==> src/rtl/fetch_queue.sv <==
// ---------------------------------------------------------------------------
// fetch_queue
//
// Instruction queue sitting between the fetch stage and decode, in place of
// the plain IF/ID pipeline register. Fetch pushes {PC, instruction} pairs and
// decode consumes them in program order. The queue absorbs decode stalls so
// fetch only stalls once every slot is occupied. A taken redirect from
// Execute discards every queued (wrong-path) entry.
//
// Parameters
//   DEPTH  number of entries; power of two, >= 2
//   XLEN   PC width
//
// Ports
//   clk        in   1                 system clock, rising edge
//   rst        in   1                 asynchronous reset, active-low
//   Valid_F    in   1                 fetch presents an instruction this cycle
//   PC_F       in   XLEN              PC of the fetched instruction
//   Instr_F    in   32                fetched instruction
//   Full_F     out  1                 queue full; fetch must hold its instruction
//   PCSrc_E    in   1                 redirect taken in Execute; flush the queue
//   Stall_D    in   1                 decode cannot take the head entry this cycle
//   Valid_D    out  1                 head entry valid (queue not empty)
//   PC_D       out  XLEN              PC of the head entry (0 when empty)
//   PCPlus4_D  out  XLEN              PC_D + 4, modulo 2^XLEN
//   Instr_D    out  32                head instruction (NOP when empty)
//   Count      out  $clog2(DEPTH)+1   current occupancy, 0..DEPTH
//
// Handshake semantics (both sides):
//   Fetch side : an entry is accepted on a rising edge when Valid_F = 1 and
//                Full_F = 0 and no flush is taking place. Full_F plays the role
//                of an inverted ready; it depends only on registered
//                occupancy, never on Valid_F, so there is no combinational
//                loop through the hazard unit.
//   Decode side: the head entry is consumed on a rising edge when Valid_D = 1
//                and Stall_D = 0 and no flush is taking place. Stall_D is an
//                inverted ready. Valid_D and the head data are stable for as
//                long as the entry is not consumed.
//   Flush      : PCSrc_E = 1 wins over both transfers in the same cycle.
// ---------------------------------------------------------------------------
module fetch_queue #(
  parameter int DEPTH = 4,
  parameter int XLEN  = 64
) (
  input  logic                     clk,
  input  logic                     rst,
  // fetch side
  input  logic                     Valid_F,
  input  logic [XLEN-1:0]          PC_F,
  input  logic [31:0]              Instr_F,
  output logic                     Full_F,
  // execute redirect
  input  logic                     PCSrc_E,
  // decode side
  input  logic                     Stall_D,
  output logic                     Valid_D,
  output logic [XLEN-1:0]          PC_D,
  output logic [XLEN-1:0]          PCPlus4_D,
  output logic [31:0]              Instr_D,
  // occupancy
  output logic [$clog2(DEPTH):0]   Count
);

  localparam int AW = $clog2(DEPTH);
  localparam int CW = AW + 1;

  localparam logic [CW-1:0]   FULL_CNT  = CW'(DEPTH);
  localparam logic [CW-1:0]   ONE_CNT   = CW'(1);
  localparam logic [AW-1:0]   ONE_PTR   = AW'(1);
  localparam logic [31:0]     NOP_INSTR = 32'h0000_0013;  // addi x0, x0, 0
  localparam logic [XLEN-1:0] PC_STEP   = XLEN'(4);

  // -------------------------------------------------------------------------
  // State
  // -------------------------------------------------------------------------
  logic [XLEN-1:0] pc_mem    [DEPTH];
  logic [31:0]     instr_mem [DEPTH];

  logic [AW-1:0]   rd_ptr;
  logic [AW-1:0]   wr_ptr;
  logic [CW-1:0]   cnt;

  logic            empty;
  logic            full;
  logic            push;
  logic            pop;

  // -------------------------------------------------------------------------
  // Flags: occupancy alone decides full/empty, so equal pointers are never
  // ambiguous and pointer wrap needs no extra state bit.
  // -------------------------------------------------------------------------
  assign empty = (cnt == '0);
  assign full  = (cnt == FULL_CNT);

  // A flush drops the F-side instruction (it is wrong-path) and also
  // suppresses the pop, because the head is about to be discarded anyway.
  assign push = Valid_F & ~full  & ~PCSrc_E;
  assign pop  = ~empty  & ~Stall_D & ~PCSrc_E;

  // -------------------------------------------------------------------------
  // Pointer and occupancy register. Reset is asynchronous so that an
  // in-flight queue is emptied immediately, not at the next edge.
  // -------------------------------------------------------------------------
  always_ff @(posedge clk or negedge rst) begin
    if (!rst) begin
      rd_ptr <= '0;
      wr_ptr <= '0;
      cnt    <= '0;
    end else if (PCSrc_E) begin
      rd_ptr <= '0;
      wr_ptr <= '0;
      cnt    <= '0;
    end else begin
      if (push) begin
        wr_ptr <= wr_ptr + ONE_PTR;
      end
      if (pop) begin
        rd_ptr <= rd_ptr + ONE_PTR;
      end
      unique case ({push, pop})
        2'b10:   cnt <= cnt + ONE_CNT;
        2'b01:   cnt <= cnt - ONE_CNT;
        default: cnt <= cnt;  // idle, or simultaneous push and pop
      endcase
    end
  end

  // -------------------------------------------------------------------------
  // Entry storage. Contents carry no reset: a slot is only ever read after
  // it has been written, because Valid_D gates every use of the head.
  // -------------------------------------------------------------------------
  always_ff @(posedge clk) begin
    if (push) begin
      pc_mem[wr_ptr]    <= PC_F;
      instr_mem[wr_ptr] <= Instr_F;
    end
  end

  // -------------------------------------------------------------------------
  // Head outputs: first-word fall-through from the read pointer. When the
  // queue is empty, decode sees a NOP at PC 0 so that downstream logic never
  // acts on stale storage.
  // -------------------------------------------------------------------------
  always_comb begin
    Valid_D = ~empty;
    PC_D    = '0;
    Instr_D = NOP_INSTR;
    if (!empty) begin
      PC_D    = pc_mem[rd_ptr];
      Instr_D = instr_mem[rd_ptr];
    end
  end

  assign PCPlus4_D = PC_D + PC_STEP;
  assign Full_F    = full;
  assign Count     = cnt;

endmodule
==> config.mk <==
export PLATFORM = sky130hd
export DESIGN_NAME = fetch_queue
export DESIGN_NICKNAME = d
export VERILOG_FILES = /design/src/rtl/fetch_queue.sv
export SDC_FILE = /design/constraint.sdc
export NUM_CORES = 1
export LEC_CHECK = 0
export ABC_AREA = 1
export CORE_ASPECT_RATIO = 0.8
export CORE_UTILIZATION = 48
export DETAILED_ROUTE_END_ITERATION = 10
export GPL_TIMING_DRIVEN = 0
export HOLD_SLACK_MARGIN = 0.06
export PLACE_DENSITY_LB_ADDON = 0.15
export SKIP_LAST_GASP = 1
export SLEW_MARGIN = 20
export SYNTH_ARGS = -nofsm -noshare
export SYNTH_HDL_FRONTEND = slang
export SYNTH_SLANG_ARGS = --single-unit
==> constraint.sdc <==
create_clock -name clk -period 6.3 [get_ports clk]
set_input_delay 1.575 -clock clk [delete_from_list [all_inputs] [get_ports clk]]
set_output_delay 1.575 -clock clk [all_outputs]
set_load 0.02 [all_outputs]
**Word-level counts from Yosys, hierarchy flattened**

Memory sizes are Yosys's and may differ from the RTL's.
Index checks and enable logic that the tools add are counted.

- Shift-type cells: 0
- Add/sub/neg operators: 5
- Eq/ne operators: 3
- Muxes and demuxes: 10
- Divide/modulo/power cells: 0
- $mul: 0
- Bitwise logic cells: 8
- Order comparisons: 0
- Reduce and logical (&&, ||, !) cells: 4

Operators by type and width:

| operator | count |
|---|---|
| 64-bit by 3-bit adder with 64-bit output, second input constant | 1 |
| 64-bit two-way mux | 1 |
| 32-bit two-way mux | 1 |
| 2-bit two-way mux | 4 |
| 3-bit one-hot mux with 2 select lines | 1 |
| 2-bit by 1-bit adder with 2-bit output, second input constant | 2 |
| 1-bit bitwise AND | 4 |
| 1-bit NOT | 4 |
| 2-bit nonzero test | 2 |
| 3-bit by 1-bit adder with 3-bit output, second input constant | 1 |
| 3-bit == test, second input constant | 1 |
| 3-bit zero test | 1 |
| 3-bit two-way mux | 1 |
| 3-bit nonzero test | 1 |
| 3-bit by 1-bit subtractor with 3-bit output, second input constant | 1 |
| 2-bit by 1-bit == test with 1-bit output, second input constant | 1 |
| 2-bit == test, second input constant | 1 |
| 1-bit two-way mux | 2 |

- Register bits after elaboration: 7
- Bits of input ports: 101
- Memories kept: 2
- RAM bits: 384
- Bits in latches: 0
- Output and inout bits: 165
- Memory bits (read-only): 0
- Logic and storage cells: 35

Memory list:

| memory | words | bits a word | read ports | clocked after memory_dff | write ports | RTL line | source |
|---|---|---|---|---|---|---|---|
| pc_mem | 4 | 64 | 1 | 0 | 1 | 76 | `logic [XLEN-1:0] pc_mem [DEPTH];` |
| instr_mem | 4 | 32 | 1 | 0 | 1 | 77 | `logic [31:0] instr_mem [DEPTH];` |

**Depth between registers and ports, before layout**

- Depth in word-level cells: 7
- Gate-level depth with buffers: 17
- Depth with buffers taken out: 14

**Worst setup path before layout**

Ideal clock, no wire load.

- Path type: input-to-reg
- From: input port Valid_F
- To: memory instr_mem[0][0], enable pin
- Slack: -150 ps
- Arrival time: 5899 ps
- Stages on the path: 4
- Cell sequence: nand2_1 nor2_1 inv_1 nor2_1

- Longest elaborated chain between the ends: 4

Ends and longest elaborated chain:

| what | RTL line | source |
|---|---|---|
| from (decl) | 48 | `input logic Valid_F,` |
| 1-bit bitwise AND (2 in a row) | 97 | `assign push = Valid_F & ~full & ~PCSrc_E;` |
| 1-bit two-way mux | 133 | `if (push) begin` |
| 1-bit two-way mux (not written as such) | 135 | `instr_mem[wr_ptr] <= Instr_F;` |
| to (decl) | 77 |  |

No other way between the ends.

**Worst setup path in the final report**

- From: register rd_ptr[1]
- To: output port PCPlus4_D[32]

- Longest elaborated chain between the ends: 3

Ends and longest elaborated chain:

| what | RTL line | source |
|---|---|---|
| from (decl) | 79 | `logic [AW-1:0] rd_ptr;` |
| from (signal assigned) | 118 | `rd_ptr <= rd_ptr + ONE_PTR;` |
| memory 4 x 64 bit | - |  |
| 64-bit two-way mux | 148 | `if (!empty) begin` |
| 64-bit by 3-bit adder with 64-bit output | 154 | `assign PCPlus4_D = PC_D + PC_STEP;` |
| to (decl) | 58 | `output logic [XLEN-1:0] PCPlus4_D,` |

No other way between the ends.

==> impl_metrics.py <==
metrics = {
    "critical_path": {
        "crit_family": "buffers and inverters",
        "path_buf_inv": 5,
        "start_kind": "flop",
        "crit_path_cell_trace": "buf_4 > inv_2 > buf_2 > o211ai_1 > a21oi_1 > ha_1 > inv_1 > nor2_4 > nand2_1 > nor2_1 > xor2_1 > clkdlybuf4s50_1",
        "endpoint_kind": "primary output",
        "crit_path_max_incr_delay_ns": 0.62,
        "cp_max_fo": 10,
        "crit_arrival_ns": 4.51,
        "crit_required_ns": 4.72,
        "crit_type": "reg2out",
        "cp_slowest_cell": "clkdlybuf4s50_1",
    },
    "power_and_ir_drop": {
        "ir_drop_mv": 0.310,
        "power_leakage_nw": 8.74,
        "p_per_area_nw_per_um2": 473,
        "total_power_mw": 10.9,
    },
    "finish": {
        "fin_nets": 2224,
        "areaGrowthSynthToFinish_pct": 28.8,
        "final_cells": 2629,
        "drive_gt1_share_pct": 8.10,
    },
    "floorplan": {
        "ios": 266,
        "core_area_um2": 36300,
        "die_w_um": 218,
        "initial_utilization_pct": 49.3,
        "die-area_um2": 38100,
        "die_h_um": 175,
        "rows": 62,
    },
    "global_routing": {
        "grt_max_degree": 24,
        "gr-total-overflow": 0,
        "grt_util_all_layers_pct": 28.3,
        "antenna_found_initial": 6,
        "grt_pass1_vias": 13080,
        "grt_pass1_wl_um": 79700,
    },
    "logic_synthesis": {
        "synth_compound_area_share_pct": 3.33,
        "syn_avg_cell_area_um2": 10.0,
        "synth_xor_area_share_pct": 1.52,
        "ys_ff_latch": 391,
        "synth_seq_area_share_pct": 65.4,
        "yosys.cell_types.count": 31,
        "yosys_warnings": 0,
        "synth.mux.area_fraction_pct": 0,
        "yosys.area_share.simple_pct": 24.0,
        "synth_adder_area_share_pct": 0.461,
        "synth_top_family_by_area": "simple AND/OR/NAND/NOR gates",
        "netlist_top_cells_area": "edfxtp_1 64%, nand2_1 10%, nor2_1 6.2%, nand3_1 5.4%, inv_1 2.7%",
        "syn_inst": 1791,
        "synth.largest_area_cell": "edfxtp_1",
        "syn-cell-area_um2": 17900,
        "synthesis.nets": 1898,
        "synth_top_cell_area_share_pct": 64.4,
    },
    "clocking": {
        "cts.sinks": 391,
        "clock_latency_ns": 0.56,
        "cts_tree": "yes",
        "cts_resized": 0,
        "cts_setup_buffers": 0,
        "clk_path_buf_depth": 3,
        "numCtsBuffers": 40,
        "clk_pin_slew_ns": 0.06,
        "cts_max_level": 2,
        "cts-root-buf": "clkbuf_16",
        "postCtsHoldBufs": 0,
    },
    "sta": {
        "setup_violations": 0,
        "worst_slew_pin_slew_ns": 1.08,
        "drv_slew": 0,
        "finalClockSkew_ns": 0.0212,
        "final.setup.tns_ns": 0,
        "finalHoldViolations": 0,
        "fin_crit_sh_pct": 96.6,
        "max_freq_mhz": 164,
        "rsz0062_at_grt": "no",
        "finalCriticalPeriod_ns": 6.08,
        "relSlewSlack_pct": 28.2,
    },
    "outcome": {
        "status": "finished, final reports clean",
    },
    "detailed_routing": {
        "drtIter0Drc": 1410,
        "first_pass_iters": 7,
        "wl_per_cell_um": 20.7,
        "totalWireLength_um": 54400,
        "vias": 13960,
        "drc": 0,
        "via_per_inst": 5.31,
        "postRouteAntennaNets": 0,
    },
    "min_path": {
        "min_path_type": "reg2reg",
    },
    "placement": {
        "place.port_buffers": 265,
        "gp_congestion": 0.954,
        "post-place-cells": 2555,
        "hpwl_um": 39800,
    },
    "job": {
        "maxCapViolations": 0,
    },
}
-- worst paths after layout --
kind / depth (start not counted) / slack (ns) / endpoint / startpoint
worst max-delay path: 12 / 0.22 / PCPlus4_D[32] / rd_ptr[1]
worst min-delay path: 2 / 0.64 / wr_ptr[1] / wr_ptr[1]
worst max register to register: 9 / 3.69 / instr_mem[0][12] / Count[0]
worst min register to register: 2 / 0.64 / wr_ptr[1] / wr_ptr[1]
max in group asynchronous: 1 / 4.78 / rd_ptr[0] / rst
min in group asynchronous: 1 / 1.28 / Count[2] / rst
-- Yosys cell counts (all sizes together) --
| library cell | n |
|---|---|
| nand3 | 204 |
| xor2 | 29 |
| edfxtp | 384 |
| buf | 58 |
| o311ai | 3 |
| inv | 135 |
| a21oi | 34 |
| nand4 | 1 |
| nor3 | 1 |
| xnor2 | 2 |
| clkbuf | 18 |
| nand2 | 506 |
| fa | 1 |
| ha | 5 |
| nor2 | 323 |
| o21ai | 77 |
| o22ai | 1 |
| clkinv | 1 |
| dfrtp | 7 |
| o211ai | 1 |
-- cell type report --
type	count	area [µm²]
multi-input combinational	1188	5270
clock buffer	48	1050
antenna	1	2.50
tap	480	601
fill	2908	13200
clock inverter	25	355
sequential	391	11700
inverter	136	513
timing repair buffer	284	3110
buffer	76	447
-- metrics by stage --
step	utilization (%)	cell area [µm²]	setup WS (ns)	hold slack [ns]
floorplan	-	17900	-0.150	0.580
global placement	58.3	21200	-4.08	0.604
detailed placement	59.6	21600	0.811	0.629
CTS	63.5	23100	0.216	0.642
global route	63.5	23100	0.111	0.681
finish	63.5	23100	0.217	0.642
-- metal layers --
| layer | GRT usage (%) | wire length (µm) | share of wire, % | vias to the layer above |
|---|---|---|---|---|
| met5 | 0 | 51 | 0.094 | - |
| met4 | 9.27 | 1600 | 2.9 | 8 |
| met1 | 38.4 | 22200 | 41 | 6635 |
| met2 | 45.9 | 25900 | 48 | 606 |
| met3 | 5.48 | 4700 | 8.6 | 93 |
| li1 | - | - | - | 6618 |
-- kinds of logic (layout without fill, tap and decap cells) --
logic type,Yosys count,in the layout
other cells,0,1
fa+ha+maj,6,6
buf+inv,212,569
simple gates,1035,1035
xor+xnor,31,31
compound gates,116,116
flops,391,391
-- power breakdown --
group	switching, mW	leakage, nW	internal (mW)
combinational	3.38	4.49	1.94
sequential	0.0411	3.58	3.02
clock	0.995	0.674	1.53
-- worst reg2reg max path, delay by kind of cell (launching register included) --
| kind | cells | cell delay (ns) |
|---|---|---|
| DFF | 1 | 0.40 |
| and+or+nand+nor | 4 | 0.95 |
| buffers and inverters | 5 | 0.92 |
-- cell usage in the layout (no fill, tap or decap), types with 11 or more instances in the layout --
master | synthesis | final
o21ai_0 | 76 | 76
buf_4 | 12 | 12
xor2_1 | 29 | 29
edfxtp_1 | 384 | 384
buf_2 | 26 | 26
clkbuf_1 | 18 | 25
nor2_1 | 298 | 294
clkinv_1 | 1 | 11
clkdlybuf4s50_1 | 0 | 265
nand2_1 | 500 | 500
clkbuf_16 | 0 | 41
nand3_2 | 11 | 11
nand3_1 | 193 | 193
inv_1 | 130 | 130
a21oi_1 | 34 | 34
nor2_2 | 22 | 22
-- registers in the layout, indices dropped and copies added (netlist names) --
register   flops
rd_ptr         2
wr_ptr         2
pc_mem       256
instr_mem    128
Count          3
Note: power is estimated with default switching activity, not from simulation.
==> edit, RTL diff (config.mk and constraints unchanged) <==
`XLEN`: 64 -> 32.
--- a/src/rtl/fetch_queue.sv
+++ b/src/rtl/fetch_queue.sv
@@ -41,5 +41,5 @@
 module fetch_queue #(
   parameter int DEPTH = 4,
-  parameter int XLEN  = 64
+  parameter int XLEN  = 32
 ) (
   input  logic                     clk,
Interface: changed (resized PCPlus4_D, PC_D and PC_F); port bits go from 266 to 170. The function was not compared with the original's and may differ.
==> edit against the original RTL <==
- sequential cell count is 128 lower
- via count is 38% lower
- wire length shrank 45%
- setup slack improved by 440 ps
- core utilization decreased by 0.46 points
- area after synthesis decreased by 35%
- register-to-register slack better by 130 ps
- power is 38% lower
- design area shrank 36%
- hold slack gained 2.3 ps
- highest routed layer is now met4
==> edit: results (changes against the original RTL) <==
| Metric | Value |
|---|---|
| Estimated wirelength of the detail-placed design | `21.2 mm (was 39.8 mm)` |
| Fraction of area in non-clock buffers | `15.3% (was 15.4%)` |
| Layout cell share with drive strength beyond 1 | `7.56% (was 8.10%)` |
| Max H-tree Level | `1 (was 2)` |
| Synth area leaders | `edfxtp_1 (66%), nand2_1 (8.3%), nor2_1 (6.8%), nand3_1 (3.6%), o21ai_0 (3.4%) (was edfxtp_1 (64%), nand2_1 (10%), nor2_1 (6.2%), nand3_1 (5.4%), inv_1 (2.7%))` |
| Number of clock buffers in the layout | `39 (was 48)` |
| Share of the final layout cell area in sequential cells | `52.9% (was 50.8%)` |
| Placed cell area | `14100 sq um (was 21600 sq um)` |
| Multi-input combinational cell count | `721 (was 1188)` |
| Post-synthesis register bit count | `263 (was 391)` |
| Async S/R FF share, synth | `2.66% (was 1.79%)` |
| Worst-case clock skew | `15.5 ps (was 21.2 ps)` |
| TritonCTS Buffers | `26 (was 40)` |
| Maximum vdd drop | `0.240 mV (was 0.310 mV)` |
| Largest net degree at the start of global routing | `24 (unchanged)` |
| Worst r2r dst | `Count[2] (was instr_mem[0][12])` |
| Leakage component of the power | `5.58 nW (was 8.74 nW)` |
| Pre-CTS setup slack | `1230 ps (was 811 ps)` |
| Final wirelength | `30.2 mm (was 54.4 mm)` |
| Clock-cell share of area | `5.33% (was 6.11%)` |
| Least-Margin Pin Slew | `655 ps (was 1080 ps)` |
| Floorplan die area | `24900 sq um (was 38100 sq um)` |
| Share of the yosys chip area belonging to registers | `67.5% (was 65.4%)` |
| Synthesized instance count | `1121 (was 1791)` |
| Status | `finished clean (unchanged)` |
| Number of enable flip-flop cells after synthesis | `256 (was 384)` |
| Non-clk invs | `85 (was 136)` |
| Number of antenna violations at the first check in global routing | `1 (was 6)` |
| Worst R2R Path Depth | `11 (was 9)` |
| Inst Count DP | `1615 (was 2555)` |
| Netlist cell types | `27 (was 31)` |
| Via count | `8661 (was 14000)` |
| Vias in the first global route | `8174 (was 13100)` |
| Length of the first detailed-routing pass in iterations | `5 (was 7)` |
| Tot GR Track Use | `24.7% (was 28.3%)` |
| Fill count | `1872 (was 2908)` |
| Commonest cells in the synthesized netlist | `nand2_1 (257), edfxtp_1 (256), nor2_1 (212) (was nand2_1 (500), edfxtp_1 (384), nor2_1 (298))` |
| Non-CTS buffers | `234 (was 360)` |
| Global placement routability congestion | `0.921 (was 0.954)` |
| FF-to-FF setup slack | `3820 ps (was 3690 ps)` |
| Quantity of I/O buffers inserted on ports | `169 (was 265)` |
| Final-layout worst hold slack | `644 ps (was 642 ps)` |
| Area growth, synth to finish | `27.6% (was 28.8%)` |
| FF-to-FF Start | `Count[2] (was Count[0])` |
| Share of the final layout cell area in multi-input gates | `21.7% (was 22.9%)` |
| Net count after synthesis | `1196 (was 1898)` |
| Wire length of the first global-routing pass | `46.3 mm (was 79.7 mm)` |
| Clock latency at the later pin of the worst-skew pair | `540 ps (was 560 ps)` |
-- edit: cell types whose count changed after synthesis, sizes merged --
cell / unedited run / this run
o211ai: 1 / 0
and2: 0 / 2
nand4: 1 / 7
buf: 58 / 39
o21ai: 77 / 79
nor2: 323 / 229
xnor2: 2 / 3
nand3: 204 / 85
clkbuf: 18 / 13
nand2: 506 / 258
inv: 135 / 84
xor2: 29 / 14
edfxtp: 384 / 256
o22ai: 1 / 0
-- edit: worst max path at each step --
stage | depth (start not counted) | startpoint | slack, ps | end
2_1_floorplan | 4 | Valid_F | 1240 | instr_mem[0][0]
3_3_place_gp | 5 | Valid_F | -1490 | pc_mem[3][22]
3_5_place_dp | 13 | Count[2] | 1230 | PCPlus4_D[18]
4_1_cts | 13 | Count[2] | 640 | PCPlus4_D[18]
5_1_grt | 13 | Count[2] | 460 | PCPlus4_D[18]
6_report | 13 | Count[2] | 660 | PCPlus4_D[18]
-- edit: power breakdown --
| group | leakage, nW | internal [mW] | switching, mW |
|---|---|---|---|
| sequential | 2.42 | 2.03 | 0.0350 |
| clock | 0.382 | 0.847 | 0.617 |
| combinational | 2.78 | 1.23 | 2.03 |
-- edit: routing by layer --
metal	share of wire, %	GRT usage [%]	vias to the layer above
li1	-	-	4175
met1	44	35.4	4081
met2	46	39.9	357
met3	7.7	3.80	48
met4	2.0	5.58	0
met5	0	0	-
-- edit: worst reg2reg max path: cells and delay by family (launching register included) --
family                     cells  cell delay [ps]
xor gates and xnor gates       2              320
adders and majority gates      1              380
AOI/OAI and AO/OA              1               90
DFF                            1              440
and+or+nand+nor                4              490
buffers and inverters          3              610
-- edit: logic make-up after synthesis --
logic type	after synthesis	share of synthesized area [%]
fa+ha+maj	6	0.709
xor+xnor	17	1.28
compound gates	116	5.08
simple gates	582	20.3
buf+inv	137	5.14
flops	263	67.5
